<file path="config.mk">
export PLATFORM = sky130hd
export DESIGN_NAME = sync_down_counter
export DESIGN_NICKNAME = d
export VERILOG_FILES = /design/src/rtl/sync_down_counter.sv
export SDC_FILE = /design/constraint.sdc
export NUM_CORES = 1
export LEC_CHECK = 0
export CAP_MARGIN = 15
export CORE_MARGIN = 1.5
export CORE_UTILIZATION = 35
export DETAILED_ROUTE_END_ITERATION = 10
export MAX_ROUTING_LAYER = met4
export PLACE_DENSITY_LB_ADDON = 0.12
export SYNTH_ARGS = -nofsm -noshare
export SYNTH_HDL_FRONTEND = slang
export SYNTH_SLANG_ARGS = --single-unit
</file>
<file path="constraint.sdc">
create_clock -name clk -period 2.46 [get_ports clk]
set_input_delay 0.369 -clock clk [delete_from_list [all_inputs] [get_ports clk]]
set_output_delay 0.369 -clock clk [all_outputs]
set_load 0.02 [all_outputs]
</file>
<file path="src/rtl/sync_down_counter.sv">
// Loadable N-bit down counter with one-shot / auto-reload modes and a registered terminal-count pulse.
// Optional cascade output borrow_out is enabled by defining DOWN_CNT_BORROW_OUT_EN.
module sync_down_counter #(
  parameter int unsigned N = 4
) (
  input  logic         clk,
  input  logic         reset,
  input  logic         enable,
  input  logic         load,
  input  logic [N-1:0] load_value,
  input  logic         mode,
  output logic [N-1:0] qout,
  output logic         tc,
  output logic         busy,
  output logic         done
`ifdef DOWN_CNT_BORROW_OUT_EN
  ,
  output logic         borrow_out
`endif
);

  typedef enum logic [1:0] {
    IDLE = 2'd0,
    RUN  = 2'd1,
    DONE = 2'd2
  } state_e;

  state_e       state_q, state_d;
  logic [N-1:0] cnt_q, cnt_d;
  logic [N-1:0] reload_q, reload_d;
  logic         mode_q, mode_d;
  logic         tc_q, tc_d;

  // State and datapath registers
  always_ff @(posedge clk) begin
    if (reset) begin
      state_q  <= IDLE;
      cnt_q    <= '0;
      reload_q <= '0;
      mode_q   <= 1'b0;
      tc_q     <= 1'b0;
    end else begin
      state_q  <= state_d;
      cnt_q    <= cnt_d;
      reload_q <= reload_d;
      mode_q   <= mode_d;
      tc_q     <= tc_d;
    end
  end

  // Next-state and count logic; load outranks counting
  always_comb begin
    state_d  = state_q;
    cnt_d    = cnt_q;
    reload_d = reload_q;
    mode_d   = mode_q;
    tc_d     = 1'b0;

    if (load) begin
      cnt_d    = load_value;
      reload_d = load_value;
      mode_d   = mode;
      if (load_value != '0) begin
        state_d = RUN;
      end else begin
        // A zero period is never run: flag it and park
        tc_d    = 1'b1;
        state_d = mode ? IDLE : DONE;
      end
    end else if (state_q == RUN && enable) begin
      if (cnt_q > N'(1)) begin
        cnt_d = cnt_q - N'(1);
      end else if (cnt_q == N'(1)) begin
        cnt_d   = '0;
        tc_d    = 1'b1;
        state_d = mode_q ? RUN : DONE;
      end else begin
        cnt_d = reload_q;
      end
    end
  end

  assign qout = cnt_q;
  assign tc   = tc_q;
  assign busy = (state_q == RUN);
  assign done = (state_q == DONE);

`ifdef DOWN_CNT_BORROW_OUT_EN
  // Fires the cycle before tc so a following stage can use it as its enable
  assign borrow_out = busy & enable & ~load & (cnt_q == N'(1));
`endif

endmodule

</file>
==> results.toml <==
[status]
status = "finished clean"

[floorplan]
die_area_sq_um = 2080
fp.dieW_microns = 45.6
rows = 15
top_level_ports = 16
coreArea_sq_um = 1710
die_h_microns = 45.6
initial_core_util_pct = 37.1

[grt]
overflow = 0
grt_pass1_vias = 559
grt_max_degree = 15
antenna_found_initial = 0
grt_pass1_wl_microns = 2430
track_usage_pct = 16.8

[routing]
drc = 0
num_vias = 619
wire_per_inst_microns = 12.1
drtIter0Drc = 12
via_per_inst = 5.29
antenna_left = 0
drt_wl_total_microns = 1420
first_pass_iters = 4

[sta]
rsz0062_at_grt = "false"
worst_pin_slew_ps = 504
drv_slew = 0
holdWs_ps = 478
fmax_mhz = 567
slew_headroom_pct = 66.3
final_hold_viol_count = 0
setup_violations = 0
fin_crit_sh_pct = 71.7
skew_ps = 3.77
fin_setup_tns_ps = 0
period_needed_ps = 1760

[worst_setup_path]
cp-start-kind = "register"
reg2regPathDepth = 6
arrival_ps = 1390
cp-end-kind = "primary output"
required_ps = 2090
r2r-start = "qout[0]$_SDFFE_PP0P_"
critPathMaxFanout = 5
r2r-end = "qout[3]$_SDFFE_PP0P_"
regToRegSetupSlack_ps = 800
worstSetupPathType = "register to primary output"

[clock_network]
post_cts_resized = 0
cts.sinks = 12
cts_tree = "done"
postCtsSetupRepairBufs = 0
cts_max_level = 1
clk_pin_slew_worst_paths_ps = 80
clockBufferDepth = 2
root_buffer = "clkbuf_4"
clkLatencyLatePin_ps = 280
cts_buffers = 3
holdBufCountCts = 0

[final_layout]
fin_nets = 104
drive_gt1_share_pct = 5.43
area_delta_synth_final_pct = 31.8
final_common_cell = "clkdlybuf4s50_1"
fill_cells = 171
diodes = 0
stdcell_count = 117
final_cell_mix = "clkdlybuf4s50_1, dfxtp_1, nor2_1, nor3_1, a21oi_1"

[min_path]
min_from = "reload_q[3]$_SDFFE_PP0P_"
hp-class = "register to register"
min_to = "reload_q[3]$_SDFFE_PP0P_"
hold_depth = 2

[pwr]
p_leak_nw = 0.318
p_sw_share_pct = 28.2
ir_drop_uv = 323
switching_power_uw = 136
clockPowerShare_pct = 33.6
internal_power_uw = 348
p_per_area_nw_per_um2 = 580
comb_power_share_pct = 21.5
pwr-share-seq_pct = 44.9

[synthesis]
synth.avg_cell_area_sq_um = 8.35
synth_flop_cell = "dfxtp_1"
ys_types = 30
synth_area_leaders = "dfxtp_1, mux2i_1, nor2_1"
ys_seq_area_share_pct = 37.9
yosysTopAreaCell = "dfxtp_1"
synth.cell_area_sq_um = 634
yosys_warnings = 0
synthDominantCellAreaShare_pct = 37.9
async_flop_share_pct = 0
synth-edff-count = 0
synth_seq_cells = 12
syn_nets = 87
postSynthCellCount = 76

[place]
place_congestion = 0.776
dp.cells = 113
hpwl_microns = 1030
io_buffers = 15

[job]
cap_viol_max_count = 0
[routing by layer]
layer  share of wire [%]  global-route usage (%)  vias to the layer above
li1                    -                       -                      312
met4                 1.5                    8.82                        0
met2                  44                    23.7                       19
met5                   0                       -                        -
met1                  49                    23.1                      284
met3                 5.4                    2.38                        4
[per-stage QoR]
step	instance area (sq um)	total power, mW	setup slack (ps)	util, %
detailed placement	800	0.327	629	46.8
floorplan	634	0.286	852	-
CTS	836	0.488	684	48.9
finish	836	0.484	697	48.9
global route	836	0.510	619	48.9
global placement	800	0.326	649	46.8
[state kept, by name, summed over array words and instances (netlist names)]
| register | flops |
|---|---|
| qout | 4 |
| reload_q | 4 |
| state_q | 2 |
| mode_q | 1 |
| tc | 1 |
[cell usage after synthesis, drive strengths merged, types with 2 or more instances]
| master | instances |
|---|---|
| dfxtp | 12 |
| nor2 | 9 |
| a21oi | 6 |
| nor3 | 6 |
| mux2i | 4 |
| nand2 | 4 |
| inv | 3 |
| o22ai | 3 |
| a22oi | 2 |
| a31oi | 2 |
| buf | 2 |
| clkbuf | 2 |
| ha | 2 |
| nor2b | 2 |
| o21a | 2 |
| or3 | 2 |
[power by group through the flow]
stage                     Clock, mW  Combinational, mW  Sequential, mW
after CTS                     0.165              0.104           0.218
after detailed placement          0              0.104           0.223
after global placement            0              0.104           0.222
final                         0.163              0.104           0.217
after floorplan                   0             0.0608           0.226
after global routing          0.174              0.116           0.220
[worst max path at each step]
stage / endpoint / startpoint / slack (ps) / cells past startpoint
after detailed placement: state_q[0]$_SDFFE_PP0P_ / load / 630 / 4
after global placement: state_q[0]$_SDFFE_PP0P_ / load / 650 / 4
final: done / state_q[1]$_SDFFE_PP0P_ / 700 / 2
after global routing: qout[3]$_SDFFE_PP0P_ / qout[0]$_SDFFE_PP0P_ / 620 / 6
after floorplan: qout[3]$_SDFFE_PP0P_ / qout[0]$_SDFFE_PP0P_ / 850 / 6
after CTS: done / state_q[1]$_SDFFE_PP0P_ / 680 / 2
[worst max-delay path, stage by stage (launching register included)]
cell             delay (ps)
dfxtp_1                 380
nor2b_1                 140
clkdlybuf4s50_1         600
[area by class of cell]
cell class,instances,area (sq um),share of cell area (%)
Inverter,3,11.3,1.35
Tap cell,25,31.3,3.74
Clock buffer,4,36.3,4.34
Sequential cell,12,240,28.7
Timing Repair Buffer,16,158,18.9
Multi-Input combinational cell,57,359,43.0
[cell families (layout without fill, tap and decap cells)]
kind of cell	after synthesis	after routing	share of synthesized area, %
buffers and inverters	7	23	5.52
and+or+nand+nor	29	29	23.3
muxes	4	4	6.31
adders and majority gates	2	2	3.94
AOI/OAI and AO/OA	22	22	23.1
DFF	12	12	37.9
No activity file was read; power rests on OpenSTA's default activity.
